[src/rtl/scalar_wb_pkg.sv]
// Shared types and default widths for the scalar register-file write-back unit.
// The optional forwarding path is enabled with the SCALAR_WB_BYPASS_EN macro.
package scalar_wb_pkg;

    localparam int unsigned DEF_REGISTER_SIZE     = 8;
    localparam int unsigned DEF_REGISTER_QUANTITY = 8;
    localparam int unsigned DEF_FIFO_DEPTH        = 4;
    localparam int unsigned DEF_IDX_W             = $clog2(DEF_REGISTER_QUANTITY);

    typedef struct packed {
        logic [DEF_IDX_W-1:0]         idx;
        logic [DEF_REGISTER_SIZE-1:0] data;
    } wb_req_t;

    typedef enum logic {
        SRC_ALU = 1'b0,
        SRC_MEM = 1'b1
    } src_e;

    function automatic src_e otherSrc(input src_e s);
        return (s == SRC_ALU) ? SRC_MEM : SRC_ALU;
    endfunction

endpackage

[src/rtl/scalar_wb_fifo.sv]
// Synchronous FIFO of write-back requests; full/empty use an extra pointer MSB.
module scalar_wb_fifo
    import scalar_wb_pkg::*;
#(
    parameter type         T     = wb_req_t,
    parameter int unsigned DEPTH = DEF_FIFO_DEPTH
) (
    input  logic clk,
    input  logic reset,
    input  logic push,
    input  T     pushData,
    input  logic pop,
    output logic full,
    output logic empty,
    output T     head
);

    localparam int unsigned AW = $clog2(DEPTH);
    localparam logic [AW:0] PTR_ONE = (AW+1)'(1);

    T            mem [DEPTH];
    logic [AW:0] wrPtr;
    logic [AW:0] rdPtr;

    always_ff @(posedge clk) begin
        if (reset) begin
            wrPtr <= '0;
            rdPtr <= '0;
        end else begin
            if (push && !full) wrPtr <= wrPtr + PTR_ONE;
            if (pop && !empty) rdPtr <= rdPtr + PTR_ONE;
        end
    end

    // Storage is left unreset; only the pointers define validity.
    always_ff @(posedge clk) begin
        if (!reset && push && !full) mem[wrPtr[AW-1:0]] <= pushData;
    end

    always_comb begin
        empty = (wrPtr == rdPtr);
        full  = (wrPtr[AW] != rdPtr[AW]) && (wrPtr[AW-1:0] == rdPtr[AW-1:0]);
        head  = mem[rdPtr[AW-1:0]];
    end

endmodule

[src/rtl/scalar_writeback_unit.sv]
// Scalar register-file write side: ALU/mem FIFOs, round-robin retire, pending-write tracking.
// Define SCALAR_WB_BYPASS_EN to add same-cycle forwarding ports rs1/rs2 -> fwd1/fwd2.
module scalar_writeback_unit
    import scalar_wb_pkg::*;
#(
    parameter int unsigned registerSize     = DEF_REGISTER_SIZE,
    parameter int unsigned registerQuantity = DEF_REGISTER_QUANTITY,
    parameter int unsigned FIFO_DEPTH       = DEF_FIFO_DEPTH
) (
    input  logic                                clk,
    input  logic                                reset,
    input  logic                                alu_valid,
    output logic                                alu_ready,
    input  logic [$clog2(registerQuantity)-1:0] alu_idx,
    input  logic [registerSize-1:0]             alu_data,
    input  logic                                mem_valid,
    output logic                                mem_ready,
    input  logic [$clog2(registerQuantity)-1:0] mem_idx,
    input  logic [registerSize-1:0]             mem_data,
`ifdef SCALAR_WB_BYPASS_EN
    input  logic [$clog2(registerQuantity)-1:0] rs1_sel,
    input  logic [$clog2(registerQuantity)-1:0] rs2_sel,
    output logic                                fwd1_hit,
    output logic                                fwd2_hit,
    output logic [registerSize-1:0]             fwd1_data,
    output logic [registerSize-1:0]             fwd2_data,
`endif
    output logic                                regWrEn,
    output logic [$clog2(registerQuantity)-1:0] regToWrite,
    output logic [registerSize-1:0]             dataIn,
    output logic [registerQuantity-1:0]         pend_mask
);

    localparam int unsigned IDX_W = $clog2(registerQuantity);
    localparam int unsigned CNT_W = $clog2(2*FIFO_DEPTH+2);

    typedef struct packed {
        logic [IDX_W-1:0]        idx;
        logic [registerSize-1:0] data;
    } req_t;

    logic aluFull, aluEmpty, memFull, memEmpty;
    logic aluPush, memPush, aluPop, memPop;
    req_t aluHead, memHead, grantReq;
    logic grant;
    src_e grantSrc;
    src_e rrPtr;

    logic [CNT_W-1:0] pendCnt [registerQuantity];
    logic [CNT_W-1:0] cntNext [registerQuantity];
    logic [1:0]       incr    [registerQuantity];
    logic             decr    [registerQuantity];

    assign alu_ready = !aluFull;
    assign mem_ready = !memFull;
    assign aluPush   = alu_valid && !aluFull;
    assign memPush   = mem_valid && !memFull;

    scalar_wb_fifo #(.T(req_t), .DEPTH(FIFO_DEPTH)) aluFifo (
        .clk(clk), .reset(reset),
        .push(aluPush), .pushData(req_t'{idx: alu_idx, data: alu_data}),
        .pop(aluPop), .full(aluFull), .empty(aluEmpty), .head(aluHead)
    );

    scalar_wb_fifo #(.T(req_t), .DEPTH(FIFO_DEPTH)) memFifo (
        .clk(clk), .reset(reset),
        .push(memPush), .pushData(req_t'{idx: mem_idx, data: mem_data}),
        .pop(memPop), .full(memFull), .empty(memEmpty), .head(memHead)
    );

    // rrPtr names the source preferred when both heads are valid.
    always_comb begin
        grant    = 1'b0;
        grantSrc = SRC_ALU;
        if (!aluEmpty && !memEmpty) begin
            grant    = 1'b1;
            grantSrc = rrPtr;
        end else if (!aluEmpty) begin
            grant    = 1'b1;
            grantSrc = SRC_ALU;
        end else if (!memEmpty) begin
            grant    = 1'b1;
            grantSrc = SRC_MEM;
        end
        grantReq = (grantSrc == SRC_MEM) ? memHead : aluHead;
        aluPop   = grant && (grantSrc == SRC_ALU);
        memPop   = grant && (grantSrc == SRC_MEM);
    end

    always_ff @(posedge clk) begin
        if (reset) begin
            rrPtr      <= SRC_ALU;
            regWrEn    <= 1'b0;
            regToWrite <= '0;
            dataIn     <= '0;
        end else begin
            regWrEn <= grant;
            if (grant) begin
                rrPtr      <= otherSrc(grantSrc);
                regToWrite <= grantReq.idx;
                dataIn     <= grantReq.data;
            end
        end
    end

    // A write counts as pending from its accept edge through the edge after its regWrEn cycle.
    always_comb begin
        for (int unsigned i = 0; i < registerQuantity; i++) begin
            incr[i]      = 2'(aluPush && (alu_idx == IDX_W'(i))) + 2'(memPush && (mem_idx == IDX_W'(i)));
            decr[i]      = regWrEn && (regToWrite == IDX_W'(i));
            cntNext[i]   = pendCnt[i] + CNT_W'(incr[i]) - CNT_W'(decr[i]);
            pend_mask[i] = (pendCnt[i] != '0);
        end
    end

    always_ff @(posedge clk) begin
        for (int unsigned i = 0; i < registerQuantity; i++) begin
            if (reset) pendCnt[i] <= '0;
            else       pendCnt[i] <= cntNext[i];
        end
    end

    always_ff @(posedge clk) begin
        if (!reset) begin
            for (int unsigned i = 0; i < registerQuantity; i++) begin
                assert ((32'(pendCnt[i]) + 32'(incr[i]) >= 32'(decr[i])) &&
                        (32'(pendCnt[i]) + 32'(incr[i]) - 32'(decr[i]) < (32'd1 << CNT_W)));
            end
        end
    end

`ifdef SCALAR_WB_BYPASS_EN
    always_comb begin
        fwd1_hit  = regWrEn && (regToWrite == rs1_sel);
        fwd2_hit  = regWrEn && (regToWrite == rs2_sel);
        fwd1_data = fwd1_hit ? dataIn : '0;
        fwd2_data = fwd2_hit ? dataIn : '0;
    end
`endif

endmodule

[config.mk]
export PLATFORM = sky130hd
export DESIGN_NAME = scalar_writeback_unit
export DESIGN_NICKNAME = d
export VERILOG_FILES = /design/src/rtl/scalar_wb_pkg.sv /design/src/rtl/scalar_wb_fifo.sv /design/src/rtl/scalar_writeback_unit.sv
export SDC_FILE = /design/constraint.sdc
export NUM_CORES = 1
export LEC_CHECK = 0
export CAP_MARGIN = 20
export CORE_MARGIN = 2
export CORE_UTILIZATION = 29
export DETAILED_ROUTE_END_ITERATION = 16
export HOLD_SLACK_MARGIN = 0.15
export PLACE_DENSITY = 0.47
export SYNTH_ARGS = -nofsm -noshare
export SYNTH_HDL_FRONTEND = slang
export SYNTH_HIERARCHICAL = 1
export SYNTH_SLANG_ARGS = --single-unit
[constraint.sdc]
create_clock -name clk -period 4.4 [get_ports clk]
set_clock_uncertainty 0.05 [all_clocks]
set_input_delay 0.66 -clock clk [delete_from_list [all_inputs] [get_ports clk]]
set_output_delay 0.66 -clock clk [all_outputs]
set_load 0.03 [all_outputs]
# Word-level counts from Yosys, hierarchy flattened
# Memory sizes are Yosys's and may differ from the RTL's. A register that Yosys moved wholly into a read port is not among the register bits.
# Cells that the tools add are included.
# Widths: inputs -> output; s select.
# word_totals
regBits,25
mem_bits_rw,120
inputBits,26
n_memories,3
# classes
add_sub_neg,28
eq_ne,27
mux,26
bitwise_logic,9
n_reduce_logical,55
# mem_list
memory,words,width,read_ports,rd_clocked_by_memory_dff,write_ports,line_no,source
aluFifo.mem,4,11,1,1,1,scalar_wb_fifo.sv:21,T mem [DEPTH];
memFifo.mem,4,11,1,1,1,scalar_wb_fifo.sv:21,
pendCnt,8,4,8,0,8,scalar_writeback_unit.sv:49,logic [CNT_W-1:0] pendCnt [registerQuantity];
# op_table
op,n
$logic_and 1x1->1,39
$eq 3x3->1 const B,12
$add 4x2->4,8
$mux 4,8
$reduce_bool 4->1,8
$sub 4x1->4,8
$eq 3x2->1 const B,6
$add 1x1->2,8
$mux 1,13
$add 3x1->3 const B,4
$mux 11,1
$eq 3x1->1 const B,3
$logic_not 3->1,3
$mux 2,4
$or 1x1->1,8
$eq 3x3->1,2
$logic_not 1->1,5
$eq 2x2->1,2
$ne 1x1->1,2
$not 1->1,1

# Logic depth before layout (Yosys ltp)
# Gate-level depths: netlist of run 1.
# logic_depth
ltp_word,9
ltp_mapped,14

# Cells and area by module
# Netlist of run 1, hierarchy kept.
# by_module_without_submodules
mod,instances,cells_per_inst,area_each_um2,seq_area_each_um2
scalar_wb_fifo,2,126,2175.8,1481.4
scalar_writeback_unit,1,313,2791.4,900.9

# Least setup slack after synthesis of run 1
# Ideal clock, no wire load.
# synth_path
kind,flip-flop to flip-flop
startpoint,register memFifo.wrPtr[1]
endpoint,memory pendCnt[1][9] (netlist bit)
setup_time_ns,0.128
t_arrival_ns,2.816
path_slack_ns,1.406
stages_incl_launch_ff,13
period_less_slack_ns,2.994
path_cell_list,dfxtp_1 > buf_4 > xnor2_1 > nand2_2 > nor2_1 > nor2b_1 > nor2b_1 > nand3_1 > ha_1 > fa_1 > inv_1 > fa_1 > nor2b_1
# synth_rtl
item,line_no,source
start: declaration,scalar_wb_fifo.sv:22,logic [AW:0] wrPtr;
start signal: assignment,scalar_wb_fifo.sv:30,if (push && !full) wrPtr <= wrPtr + PTR_ONE;
end: declaration,scalar_writeback_unit.sv:49,

==> flow_summary.json, run 1 <==
{
  "status": "finished clean",
  "finalSetupViolations": 0,
  "yosysMostFrequentCell": "edfxtp_1",
  "cp_max_fo": 9,
  "fin_ws_ns": 1.091,
  "crit_path_start_kind": "flop",
  "synth_area_per_cell_um2": 12.64,
  "worst_pin_slew_ns": 1.025,
  "via_per_inst": 4.610,
  "synthTopCellsByCount": "88 x edfxtp_1, 66 x inv_1, 61 x dfxtp_1",
  "fin_area_um2": 8577,
  "drt-total-wl_um": 15120,
  "final-max-slew-violation-count": 0,
  "critPathRequiredTime_ns": 4.65,
  "n_antenna_cell": 0,
  "postSynthNetCount": 649,
  "max_cap_viol_count": 0,
  "hpwl_um": 10690,
  "postCtsSetupRepairBufs": 0,
  "hold_buffers": 0,
  "endpoint_kind": "flop",
  "yosys-top-cells-area": "edfxtp_1 37%, dfxtp_1 17%, ha_1 7.4%",
  "ys_ff_latch": 149,
  "min_path_type": "reg2reg",
  "yosys_warnings": 6,
  "route.detailed.drc": 0,
  "syn_inst": 565,
  "antenna_left": 0,
  "num_vias": 4412,
  "std_cell_rows": 57,
  "synth_top_area_share_pct": 36.99,
  "io_buffers": 47,
  "slowest_stage": "xnor2_1",
  "synth_area_um2": 7143,
  "area_growth_syn_to_layout_pct": 20.07,
  "grt_pass1_vias": 4603,
  "cts_buffer_depth": 2,
  "die_w_um": 160.9,
  "grt_max_degree": 39,
  "nets": 704,
  "rsz0062_at_grt": "false",
  "die_area_um2": 25900,
  "start_util_pct": 29.46,
  "coreArea_um2": 24250,
  "worst-setup-path-type": "reg2reg",
  "cts_tree": "yes",
  "die_h_um": 160.9,
  "grt_first_pass_wirelength_um": 24540,
  "max_freq_mhz": 302.2,
  "wl_per_cell_um": 15.80,
  "cpPeakStageDelay_ns": 0.52,
  "total_leakage_power_uw": 0.003008,
  "cts-htree-levels": 4,
  "critPathBufInv": 2,
  "critPathTopFamily": "adder cells",
  "synth_edf_count": 88,
  "track_usage_pct": 12.33,
  "place.gp.congestion": 0.7535,
  "fin_crit_sh_pct": 75.20,
  "post_synth_num_cell_types": 42,
  "power.total_uw": 5170,
  "drt_iter0_markers": 300,
  "cts_buffers": 17,
  "antenna_found_initial": 0,
  "grt_remaining_overflow": 0,
  "cts.sinks": 149,
  "first_pass_iters": 4,
  "placed_area_um2": 7970,
  "synth_seq_area_share_pct": 54.09,
  "worstSkewPairLatency_ns": 0.42,
  "crit_chain": "xnor2_1 -> nand2_2 -> nor2_1 -> nor2b_1 -> buf_4 -> and2_1 -> nand3_1 -> ha_1 -> fa_1 -> inv_1 -> fa_1 -> nor2b_1",
  "yosys.area.top_type": "edfxtp_1",
  "setup_tns_ns": 0,
  "cts_resized": 0,
  "ys_async_sr_fraction_pct": 0,
  "io_pins": 48,
  "ir_worst_vdd_v": 0.0002962,
  "cts-root-buf": "clkbuf_16",
  "hold_viol_final": 0,
  "ys.flop_type": "edfxtp_1",
  "relSlewSlack_pct": 31.52,
  "powerDensity_nw_per_um2": 602.8,
  "crit_arrival_ns": 3.56,
  "finalCriticalPeriod_ns": 3.309,
  "post-place-ws_ns": 1.040,
  "clk_pin_slew_ns": 0.07,
  "drive_gt1_share_pct": 11.85
}
## worst paths after layout
check | start | to | slack (ns) | cells past startpoint
worst max-delay path | memFifo/wrPtr[1] | pendCnt[1][13] | 1.09 | 12
worst min-delay path | memFifo/rdPtr[2] | memFifo/rdPtr[2] | 0.49 | 2
worst max register to register | memFifo/wrPtr[1] | pendCnt[1][13] | 1.09 | 12
worst min register to register | memFifo/rdPtr[2] | memFifo/rdPtr[2] | 0.49 | 2
## routing by layer
layer / vias up / global-route usage [%] / share of wire, %
met5: - / 0 / 0
met4: 0 / 4.708 / 1.6
met3: 18 / 2.634 / 3.1
met2: 81 / 20.31 / 48
met1: 2171 / 15.96 / 47
li1: 2142 / - / -
## flip-flops by register name, indices dropped and copies added (netlist names), named ones only
register and flops:
aluFifo/mem 44, memFifo/mem 44, pendCnt 32, dataIn 8
aluFifo/rdPtr 3, aluFifo/wrPtr 3, memFifo/rdPtr 3, memFifo/wrPtr 3
regToWrite 3, regWrEn 1, rrPtr 1
## power breakdown
| part | internal (µW) | total [µW] | switching, µW |
|---|---|---|---|
| registers | 1710 | 1920 | 203 |
| logic | 772 | 1780 | 1010 |
| clock network | 814 | 1470 | 660 |
## final cells by class
class                   count  area [µm²]
multi-input cells         333        2943
fillers                  2402       15670
clock buffers              17       425.4
flip-flops and latches    149        3864
well taps                 324       405.4
repair buffers             53       510.5
inverters                  66       247.7
clock inverters            15       181.4
## tightest hold or removal path: stages (launching register included)
cell and delay (ns):
dfxtp_1 0.35, nand2_1 0.07, a31oi_1 0.06
## through the flow
stage	cells	hold WS (ns)	utilization, %
2_1_floorplan	565	0.4452	-
3_3_place_gp	925	0.4719	32.87
3_5_place_dp	925	0.4812	32.87
4_1_cts	957	0.4927	35.37
5_1_grt	957	0.5128	35.37
6_report	957	0.4860	35.37
## cell families after synthesis
group | synth area share [%]
AOI/OAI and AO/OA | 7.970
xor gates and xnor gates | 2.662
adders and majority gates | 11.84
buffers and inverters | 4.887
DFF | 54.09
muxes | 6.936
and+or+nand+nor | 11.61
## layout by cell type (no fill, tap or decap), types with 3 or more instances in the layout
| cell | instances |
|---|---|
| edfxtp_1 | 88 |
| inv_1 | 66 |
| dfxtp_1 | 61 |
| clkdlybuf4s50_1 | 46 |
| ha_1 | 42 |
| nor2_1 | 36 |
| nand3_1 | 23 |
| mux4_2 | 22 |
| a21oi_1 | 21 |
| nand2_1 | 19 |
| clkbuf_16 | 17 |
| fa_1 | 16 |
| nor2b_1 | 15 |
| nand2b_1 | 13 |
| and2_0 | 11 |
| a221o_1 | 11 |
| xnor2_1 | 10 |
| nand3b_1 | 9 |
| and2_1 | 8 |
| xor2_1 | 8 |
| o21ai_0 | 8 |
| o211ai_1 | 8 |
| nor3b_1 | 7 |
| a31oi_1 | 6 |
| buf_4 | 6 |
| a31o_2 | 5 |
| nor3_1 | 4 |
| nand4_1 | 4 |
| a41oi_1 | 4 |
| a211o_1 | 4 |
| inv_8 | 4 |
| inv_6 | 4 |
| a21o_1 | 3 |
| clkinv_8 | 3 |
| clkinvlp_4 | 3 |
(Power assumes the default switching activity.)
==> run 2, diff against run 1 <==
--- a/config.mk
+++ b/config.mk
@@ -10,7 +10,7 @@
 export CORE_UTILIZATION = 29
 export DETAILED_ROUTE_END_ITERATION = 16
 export HOLD_SLACK_MARGIN = 0.15
-export PLACE_DENSITY = 0.47
+export PLACE_DENSITY = 0.49
 export SYNTH_ARGS = -nofsm -noshare
 export SYNTH_HDL_FRONTEND = slang
 export SYNTH_HIERARCHICAL = 1
==> constraint.sdc (replaced) <==
create_clock -name clk -period 2.77 [get_ports clk]
set_clock_uncertainty 0.05 [all_clocks]
set_input_delay 0.4155 -clock clk [delete_from_list [all_inputs] [get_ports clk]]
set_output_delay 0.4155 -clock clk [all_outputs]
set_load 0.03 [all_outputs]
==> run 2 against run 1 <==
Effect of this change: die area stayed put; combinational power is 81% higher; setup slack worse by 0.96 ns; sequential power is 53% higher; sequential share of layout area is 1.8 points lower; non-clock buffer count is 35 higher; final cell count is 3.8% higher; register-to-register slack worse by 0.96 ns; routed wire length is 0.24% lower; design area is 4.3% higher; clock power is 55% higher; largest cell class unchanged.
==> flow_summary.json, run 2 (synthesis gave the netlist of run 1 again) <==
{
  "fin_crit_sh_pct": 95.44,
  "combPwrFrac_pct": 38.2,
  "hold_buffers": 0,
  "antenna_found_initial": 1,
  "cts_buffers": 17,
  "cts_tree": "yes",
  "cp_max_fo": 4,
  "final_common_cell": "edfxtp_1",
  "drt-total-wl_um": 15080,
  "finalCriticalPeriod_ns": 2.644,
  "grt_remaining_overflow": 0,
  "first_pass_iters": 4,
  "grt_first_pass_wirelength_um": 24670,
  "min_path_type": "in2reg",
  "place.gp.congestion": 0.8047,
  "crit_arrival_ns": 2.89,
  "cts-htree-levels": 4,
  "intPower_uw": 5426,
  "hpwl_um": 10900,
  "worst_pin_slew_ns": 0.9016,
  "wl_per_cell_um": 15.19,
  "placed_area_um2": 8284,
  "num_vias": 4584,
  "clockPowerShare_pct": 27.1,
  "via_per_inst": 4.616,
  "switching_share_pct": 35.61,
  "drive_gt1_share_pct": 19.01,
  "die_h_um": 160.9,
  "powerDensity_nw_per_um2": 941.8,
  "drt_iter0_markers": 239,
  "grt_pass1_vias": 4805,
  "final_cell_mix": "88 x edfxtp_1, 66 x inv_1, 59 x dfxtp_1",
  "post-route-util_pct": 36.90,
  "coreArea_um2": 24250,
  "die_w_um": 160.9,
  "std_cell_rows": 57,
  "nets": 739,
  "relSlewSlack_pct": 39.78,
  "finalSetupViolations": 0,
  "start_util_pct": 29.46,
  "status": "finished clean",
  "cts.sinks": 149,
  "hold_viol_final": 0,
  "r2r_cells": 11,
  "fin_area_um2": 8947,
  "cts_buffer_depth": 2,
  "max_freq_mhz": 378.3,
  "final-max-slew-violation-count": 0,
  "total_leakage_power_uw": 0.003205,
  "die_area_um2": 25900,
  "worstHoldPathCells": 2,
  "critPathRequiredTime_ns": 3.02,
  "worst-setup-path-type": "reg2reg",
  "io_buffers": 47,
  "track_usage_pct": 12.34,
  "p_sw_uw": 3001,
  "antenna_left": 0,
  "clk_pin_slew_ns": 0.07,
  "crit_path_start_kind": "flop",
  "max_cap_viol_count": 0,
  "rsz0062_at_grt": "true",
  "worstSkewPairLatency_ns": 0.43,
  "endpoint_kind": "flop",
  "area_growth_syn_to_layout_pct": 25.26,
  "ir_worst_vdd_v": 0.0003854,
  "postCtsSetupRepairBufs": 0,
  "cts-root-buf": "clkbuf_16",
  "grt_max_degree": 45,
  "pwr-share-seq_pct": 34.8,
  "io_pins": 48,
  "route.detailed.drc": 0
}
[run 2: changes by cell type in the layout (fill, tap and decap cells not counted), sizes merged]
cell | previous run | this run
buf | 7 | 42
clkinvlp | 3 | 2
clkbuf | 17 | 18
diode | 0 | 1
[run 2: power by group through the flow]
stage | combinational (µW) | clock, µW | sequential, µW
after floorplan | 2050 | 0 | 3040
after global placement | 3120 | 0 | 2980
after detailed placement | 3210 | 0 | 2990
after CTS | 3240 | 2330 | 2940
after global routing | 3560 | 2420 | 2980
final | 3220 | 2280 | 2930
[run 2: per-stage QoR]
stage	setup TNS (ns)	worst slack, ns	power (µW)	hold slack [ns]	cells
after floorplan	-0.001825	-0.001825	5090	0.4452	565
after global placement	-0.9774	-0.1892	6097	0.4693	960
after global routing	-0.01028	-0.01028	8962	0.3651	992
final	0	0.1264	8427	0.3383	993
after CTS	0	0.01534	8517	0.3182	992
after detailed placement	-1.348	-0.1841	6194	0.4879	960
[run 2: area by class of cell]
cell class / count / area (µm²)
Antenna cell: 1 / 2.502
Clock buffer: 18 / 429.2
Clock inverter: 14 / 158.9
Fill cell: 2329 / 15300
Inverter: 66 / 247.7
Multi-Input combinational cell: 333 / 3052
Sequential cell: 149 / 3866
Tap cell: 324 / 405.4
Timing Repair Buffer: 88 / 785.8
[run 2: worst max-delay path, cell delays in order (launching register included)]
cell	delay, ns
dfxtp_2	0.35
xnor2_4	0.15
nand2_2	0.08
nor2_1	0.06
nor2b_2	0.23
nor2b_4	0.24
nand2_1	0.12
ha_4	0.24
fa_2	0.36
inv_1	0.08
fa_1	0.41
nor2b_1	0.14
[run 2: timing repair]
item / in CTS / in global routing
resized for setup: 1 / 12
setup endpoints to repair: 1 / 10
pin swaps: 0 / 1
[run 2: worst paths after layout]
kind	startpoint	end	slack (ns)
setup / recovery	memFifo/wrPtr[1]	pendCnt[1][1]	0.13
hold / removal	reset	rrPtr	0.34
setup reg to reg	memFifo/wrPtr[1]	pendCnt[1][1]	0.13
hold reg to reg	aluFifo/wrPtr[2]	aluFifo/wrPtr[2]	0.49
[run 2: layer usage]
layer | share of wire (%) | GRT usage, % | up-vias
met5 | 0 | 0 | -
met4 | 1.7 | 4.911 | 0
met3 | 4.2 | 2.867 | 16
met2 | 49 | 20.72 | 85
met1 | 45 | 15.42 | 2266
li1 | - | - | 2217
